**src/rtl/pipe_stage_reg.sv**
```systemverilog
// pipe_stage_reg
// ---------------------------------------------------------------------------
// Pipeline stage register placed at each stage boundary of the core
// (decode/execute/memory/write-back). It moves a control field and a data
// field from one stage to the next with a valid/ready handshake.
//
// Parameters
//   DATA_W  data payload width (operands, PC, destination index)
//   CTRL_W  control payload width; forced to zero in bubbles
//   SKID    1: two-entry skid buffer, in_ready has no path from out_ready
//           0: single entry, in_ready is combinational from out_ready
//   CNT_W   width of the saturating backpressure counter
//
// Ports
//   clk        clock, all state changes on the rising edge
//   rst        synchronous active-high reset (also clears bp_cnt)
//   flush      synchronously discards every held entry and the current input
//   freeze     holds all state; blocks transfers on both sides
//   in_valid   upstream offers an entry
//   in_ready   stage can accept an entry
//   in_ctrl    incoming control payload
//   in_data    incoming data payload
//   out_valid  stage presents an entry
//   out_ready  downstream accepts
//   out_ctrl   outgoing control payload, zero whenever out_valid=0
//   out_data   outgoing data payload, zero whenever the stage is empty
//   count      number of entries held (0..2)
//   bp_cnt     saturating count of cycles with out_valid & !out_ready
// ---------------------------------------------------------------------------
module pipe_stage_reg #(
  parameter int DATA_W = 96,
  parameter int CTRL_W = 10,
  parameter int SKID   = 1,
  parameter int CNT_W  = 16
) (
  input  logic              clk,
  input  logic              rst,
  input  logic              flush,
  input  logic              freeze,
  input  logic              in_valid,
  output logic              in_ready,
  input  logic [CTRL_W-1:0] in_ctrl,
  input  logic [DATA_W-1:0] in_data,
  output logic              out_valid,
  input  logic              out_ready,
  output logic [CTRL_W-1:0] out_ctrl,
  output logic [DATA_W-1:0] out_data,
  output logic [1:0]        count,
  output logic [CNT_W-1:0]  bp_cnt
);

  // The occupancy state doubles as the entry-valid bits: main is valid in
  // ONE and TWO, skid is valid only in TWO.
  typedef enum logic [1:0] {
    ST_EMPTY = 2'd0,
    ST_ONE   = 2'd1,
    ST_TWO   = 2'd2
  } state_t;

  state_t              state_reg, state_next;
  logic [CTRL_W-1:0]   main_ctrl_reg, main_ctrl_next;
  logic [DATA_W-1:0]   main_data_reg, main_data_next;
  logic [CTRL_W-1:0]   skid_ctrl_reg, skid_ctrl_next;
  logic [DATA_W-1:0]   skid_data_reg, skid_data_next;
  logic [CNT_W-1:0]    bp_cnt_reg;

  logic                main_valid;
  logic                accept;
  logic                release_out;
  logic                stall;

  assign main_valid = (state_reg != ST_EMPTY);

  // Both handshake terms already include !freeze through in_ready and
  // out_valid, so freeze blocks every transfer without extra gating here.
  assign accept      = in_valid & in_ready;
  assign release_out = out_valid & out_ready;

  generate
    if (SKID != 0) begin : g_skid
      // Depends only on the state register and freeze, which keeps the
      // upstream ready free of any combinational path from downstream.
      assign in_ready = (state_reg != ST_TWO) & ~freeze;
    end else begin : g_noskid
      // Single entry: a full stage may reload in the cycle it drains.
      assign in_ready = (~main_valid | out_ready) & ~freeze;
    end
  endgenerate

  assign out_valid = main_valid & ~freeze;
  assign out_data  = main_data_reg;
  assign count     = state_reg;
  assign bp_cnt    = bp_cnt_reg;

  // Freeze turns the presented entry into a bubble for the next stage by
  // clearing every control bit.
  genvar gi;
  generate
    for (gi = 0; gi < CTRL_W; gi++) begin : g_ctrl_mask
      assign out_ctrl[gi] = main_ctrl_reg[gi] & ~freeze;
    end
  endgenerate

  // Next-state and payload movement.
  always_comb begin
    state_next     = state_reg;
    main_ctrl_next = main_ctrl_reg;
    main_data_next = main_data_reg;
    skid_ctrl_next = skid_ctrl_reg;
    skid_data_next = skid_data_reg;

    if (flush) begin
      // Flush wins over freeze and drops the same-cycle input; a release
      // presented this cycle still completes downstream.
      state_next     = ST_EMPTY;
      main_ctrl_next = '0;
      main_data_next = '0;
      skid_ctrl_next = '0;
      skid_data_next = '0;
    end else begin
      case (state_reg)
        ST_EMPTY: begin
          if (accept) begin
            state_next     = ST_ONE;
            main_ctrl_next = in_ctrl;
            main_data_next = in_data;
          end
        end
        ST_ONE: begin
          if (accept && release_out) begin
            main_ctrl_next = in_ctrl;
            main_data_next = in_data;
          end else if (accept && (SKID != 0)) begin
            // Main is still waiting downstream, so the newer entry parks
            // behind it in the skid slot.
            state_next     = ST_TWO;
            skid_ctrl_next = in_ctrl;
            skid_data_next = in_data;
          end else if (release_out) begin
            state_next     = ST_EMPTY;
            main_ctrl_next = '0;
            main_data_next = '0;
          end
        end
        ST_TWO: begin
          if (release_out) begin
            state_next     = ST_ONE;
            main_ctrl_next = skid_ctrl_reg;
            main_data_next = skid_data_reg;
            skid_ctrl_next = '0;
            skid_data_next = '0;
          end
        end
        default: begin
          state_next     = ST_EMPTY;
          main_ctrl_next = '0;
          main_data_next = '0;
          skid_ctrl_next = '0;
          skid_data_next = '0;
        end
      endcase
    end
  end

  always_ff @(posedge clk) begin
    if (rst) begin
      state_reg     <= ST_EMPTY;
      main_ctrl_reg <= '0;
      main_data_reg <= '0;
      skid_ctrl_reg <= '0;
      skid_data_reg <= '0;
    end else begin
      state_reg     <= state_next;
      main_ctrl_reg <= main_ctrl_next;
      main_data_reg <= main_data_next;
      skid_ctrl_reg <= skid_ctrl_next;
      skid_data_reg <= skid_data_next;
    end
  end

  // Backpressure counter: only rst clears it; it sticks at all-ones.
  assign stall = out_valid & ~out_ready;

  always_ff @(posedge clk) begin
    if (rst) begin
      bp_cnt_reg <= '0;
    end else if (stall && (bp_cnt_reg != {CNT_W{1'b1}})) begin
      bp_cnt_reg <= bp_cnt_reg + CNT_W'(1);
    end
  end

endmodule
```
**config.mk**
```make
export PLATFORM = sky130hd
export DESIGN_NAME = pipe_stage_reg
export DESIGN_NICKNAME = d
export VERILOG_FILES = /design/src/rtl/pipe_stage_reg.sv
export SDC_FILE = /design/constraint.sdc
export NUM_CORES = 1
export LEC_CHECK = 0
export ABC_AREA = 0
export CORE_ASPECT_RATIO = 1.5
export CORE_MARGIN = 3
export CORE_UTILIZATION = 52
export CTS_BUF_LIST = sky130_fd_sc_hd__clkbuf_4 sky130_fd_sc_hd__clkbuf_8 sky130_fd_sc_hd__clkbuf_16
export DETAILED_ROUTE_END_ITERATION = 10
export PLACE_DENSITY = 0.82
export SYNTH_ARGS = -nofsm -noshare
export SYNTH_HDL_FRONTEND = slang
export SYNTH_SLANG_ARGS = --single-unit
```
**constraint.sdc**
```tcl
create_clock -name clk -period 2.4 [get_ports clk]
set_input_delay 0.36 -clock clk [delete_from_list [all_inputs] [get_ports clk]]
set_output_delay 0.36 -clock clk [all_outputs]
set_load 0.005 [all_outputs]
```
After elaboration in Yosys (flattened, before gate mapping)
Cells that the tools add are included.
Operators by class
  add/subtract/negate cells: 1
  equal/unequal tests: 11
  mux-type cells: 22
  bitwise operators: 18
  reductions and logical operators: 8
Operator list (count)
  $mux 96: 6
  $pmux 96 s3: 2
  $mux 10: 6
  $pmux 10 s3: 2
  $add 16x1->16 const B: 1
  $ne 16x16->1 const B: 1
  $and 1x1->1: 15
  $reduce_and 4->1: 3
  $mux 2: 5
  $ne 2x2->1 const B: 5
  $ne 3x3->1 const B: 3
  $pmux 2 s3: 1
  $not 1->1: 3
  $eq 2x1->1 const B: 1
  $eq 2x2->1 const B: 1
  $logic_and 1x1->1: 2
  $logic_not 2->1: 1
  $reduce_bool 2->1: 1
  $reduce_or 2->1: 1
Word-level totals
  flip-flop bits (word level): 230
  input port bits: 112
  output and inout port bits: 126

Depth between registers and ports, before layout
  depth in word-level cells: 7
  depth in mapped cells: 8
  depth with buffers taken out: 5

Least setup slack after synthesis
No wires, ideal clock.
  path kind: input to register
  from: input port freeze
  to: register bp_cnt_reg[14], in the netlist bp_cnt[14]
  library setup time: 0.070 ns
  arrival: 1.730 ns
  required time: 2.330 ns
  path slack: 0.600 ns
  stages: 6
  path through: buf_6 o21bai_4 or3_4 buf_6 or4_1 a21oi_1
On the way
  word-level cells in the longest chain between the ends: 4
RTL lines
  start: declaration: line 39  | input logic freeze,
  $not 1->1: line 90  | assign out_valid = main_valid & ~freeze;
  $and 1x1->1: line 90
  $and 1x1->1: line 182  | assign stall = out_valid & ~out_ready;
  $logic_and 1x1->1: line 187  | end else if (stall && (bp_cnt_reg != {CNT_W{1'b1}})) begin
  end signal: assignment: line 188  | bp_cnt_reg <= bp_cnt_reg + CNT_W'(1);
  end: declaration: line 65  | logic [CNT_W-1:0] bp_cnt_reg;
No other way between the ends.
A chain may end at the register's enable or synchronous reset.

Final worst setup path
  from: register state_reg[0], in the netlist count[0]
  to: output port count[0]
RTL lines
  start: declaration: line 60  | state_t state_reg, state_next;
  start signal: assignment: line 173  | state_reg <= state_next;
  end: declaration: line 48  | output logic [1:0] count,
No word-level cell between the ends.

==> key figures <==
Run status
  • Status: finished clean

CTS
  • Clock Sinks: 230
  • Num CTS Buffers: 22
  • Clock transition at path regs: 0.06 ns
  • H-Tree Depth: 1
  • Root Driver: clkbuf_16
  • Max Root-Sink Buffers: 3
  • Clock insertion delay at the later pin of the skew report: 0.50 ns
  • TritonCTS clock tree: built

Hold path
  • Hold Path Class: register to register
  • WHS Endpoint: skid_data_reg[82]
  • Worst Min Path Start: skid_data_reg[82]
  • Hold depth: 2

Yosys
  • Post-Syn Instances: 1483
  • Yosys reg bits: 230
  • Syn Nets: 1596
  • Post-synthesis sequential area ratio: 39.04%
  • Post-Syn Area: 0.01180 mm2
  • Ys flop type: dfxtp_1
  • Syn avg cell area: 7.954 um2
  • Number of synthesized flops with an enable pin: 0
  • Post-synthesis cell type count: 43
  • Async S/R FF share, synth: 0%
  • Yosys warns: 0

Routing
  • Wire per inst: 19.42 um
  • # DRC: 0
  • WL final: 36530 um
  • Routed met2 length: 18090 um
  • Antenna Violating Nets Remaining: 0
  • Met1 WL: 14430 um
  • DR pass1 iterations: 6
  • DRT iter0 DRCs: 1209
  • Via count: 11900
  • Routed wl met3: 2295 um
  • Uppermost layer routed: met5
  • Via-per-instance ratio: 6.326

Floorplanning
  • Initial core utilization: 53.70%
  • # IOs: 238
  • Row count: 66
  • Core area: 0.02197 mm2
  • Die Wd: 129.0 um
  • Die Y: 190.5 um
  • Die area: 0.02456 mm2

Timing
  • Minimum clock period: 2.258 ns
  • Slew HR: 57.08%
  • Fin. Hold Viols: 0
  • Slew @ Worst Pin: 0.6437 ns
  • Layout Skew: 0.006814 ns
  • Max Fclk: 442.8 MHz
  • Post-route setup slack: 0.1415 ns
  • Max-slew violations: 0
  • Final setup viols: 0
  • Total negative slack: 0 ns
  • RSZ-0062 raised after global routing: no
  • Final period utilization: 94.10%

Critical path
  • Worst setup path class: register to output pin
  • CP top delay family: buffers and inverters
  • R2R Path End: bp_cnt[13]
  • Crit start category: register
  • RR Startpoint: bp_cnt[0]
  • Crit end category: output pin
  • Total buffers and inverters traversed by the critical path: 2
  • Max FO, Critical Path: 41
  • R2R depth: 5
  • R2r setup slk: 0.34 ns
  • Worst setup startpoint: count[0]
  • Slowest library cell on the worst path: clkdlybuf4s50_1
  • Crit-path max cell delay: 0.58 ns
  • Worst-path cell chain: buf_6 -> clkdlybuf4s50_1
  • WP data required: 2.04 ns
  • Critical path data arrival time: 1.90 ns

Power
  • Pleak: 4.804 nW
  • PwrDens: 536.7 mW/mm2
  • VDD IR-drop max: 0.5185 mV
  • Power, Total: 8.056 mW

Finish
  • Nets: 1711
  • Final instance area: 0.01501 mm2
  • Area growth syn-to-layout: 27.25%
  • Fraction of layout cells with a size suffix above 1: 5.414%

Placed design
  • Post-place setup slack: -0.01580 ns
  • Dpl cell area: 0.01434 mm2
  • HPWL Detailed: 21230 um
  • # port buffers: 237
  • Gpl congestion: 0.8839

Global routing
  • Initial antenna violation count: 4
  • Largest net degree at the start of global routing: 163
  • Vias in the first global route: 11140
  • First-pass GRT wire length: 57820 um
  • Final global-route overflow total: 0
  • GRT Overall Usage: 28.09%

Flow run
  • Max-cap viol count: 0
-- final cells by class --
| cell class | count | area, um2 |
|---|---|---|
| antenna | 2 | 5.005 |
| clock buffer | 30 | 634.4 |
| clock inverter | 3 | 15.01 |
| fill | 1807 | 6957 |
| inverter | 4 | 16.27 |
| multi-input combinational | 1067 | 6499 |
| sequential | 230 | 4612 |
| tap | 272 | 340.3 |
| timing repair buffer | 273 | 2888 |
-- power breakdown --
part / switching (mW) / internal, mW / total (mW)
combinational: 0.487 / 0.415 / 0.903
sequential: 0.0295 / 3.86 / 3.89
clock: 1.43 / 1.83 / 3.26
total: 1.95 / 6.11 / 8.06
-- repair_timing --
item                       4_1_cts  5_1_grt
resized for setup                0        1
hold buffers                     0        0
buffers inserted                 0        1
setup endpoints to repair        0        2
-- worst max path at each step --
stage                                   end  cells after the start
after floorplan                  bp_cnt[14]                      6
after global placement         out_data[52]                      7
after detailed placement  skid_data_reg[75]                      6
after CTS                          count[0]                      2
final                              count[0]                      2
after global routing               count[1]                      2
-- cells by family (layout without fill, tap and decap cells) --
family	count (synthesis)	in the layout	synth area share, %
buffers and inverters	186	310	6.343
xor gates and xnor gates	1	1	0.07427
DFF	230	230	39.04
adders and majority gates	1	1	0.1061
and+or+nand+nor	602	602	31.93
other	0	2	0
muxes	5	5	0.4561
AOI/OAI and AO/OA	458	458	22.05
-- placed cells by master, fill, tap and decap left out, types with 3 or more instances in the layout --
cell,netlist,final
a21oi_1,331,331
and2_1,107,107
and4_1,3,3
buf_12,0,19
buf_4,1,15
clkbuf_16,0,23
clkbuf_4,0,6
clkdlybuf4s50_1,0,237
clkinv_2,0,4
dfxtp_1,230,228
inv_1,3,3
mux2_2,3,3
nand2_1,6,5
nand2b_1,106,106
nand3_1,217,217
nand3b_1,3,3
nand4_1,5,5
nand4b_1,106,106
nor2_1,6,6
nor2b_1,15,14
nor3_1,3,3
o211ai_1,106,106
o21ai_0,7,7
o21ai_4,0,3
o31ai_1,5,5
or3_1,6,6
or4_1,6,6
-- metrics by stage --
step | instances | hold slack, ns | utilization, %
after detailed placement | 1845 | 0.4508 | 65.28
final | 1881 | 0.4567 | 68.33
after CTS | 1878 | 0.4594 | 68.24
after global placement | 1845 | 0.4443 | 65.28
after global routing | 1881 | 0.4707 | 68.33
after floorplan | 1483 | 0.4390 | -
-- synthesized netlist by cell type (2+ instances only) --
cell type  count  area (um2)
or3_1          6       37.54
nand2b_1     106       663.1
nand4b_1     106       928.4
inv_1          3       11.26
or4b_2         2       20.02
and3_1         2       12.51
o211ai_1     106       795.8
o21ai_1        3       15.01
nor3b_1        3       22.52
buf_2         25       125.1
nand3_1      217        1086
a21oi_1      331        1657
mux2_2         3       33.78
dfxtp_1      230        4604
o31ai_1        5       37.54
clkbuf_1     140       525.5
o41ai_1        2       17.52
nor4_1         2       12.51
buf_6          2       22.52
nor3_1         3       15.01
nand3b_1       3       22.52
o21ai_0        7       35.03
buf_1         14       52.55
nor2b_1       15       93.84
and2_1       107       669.4
mux2i_1        2       20.02
nor2_1         6       22.52
and4_1         3       26.28
nand4_1        5       31.28
nand2_1        6       22.52
or4_1          6       45.04
-- worst reg2reg max path, delay by kind of cell (launching register included) --
kind | cells | cell delay [ns]
AND/OR/NAND/NOR | 3 | 0.97
flip-flops | 1 | 0.43
adder cells (fa/ha/maj) | 1 | 0.30
multiplexers | 1 | 0.26
-- routing by layer --
layer	track usage (%)	vias to the layer above
met2	46.39	456
li1	-	5610
met1	35.91	5734
met5	0	-
met3	4.092	96
met4	13.14	4
(Power assumes the default switching activity.)
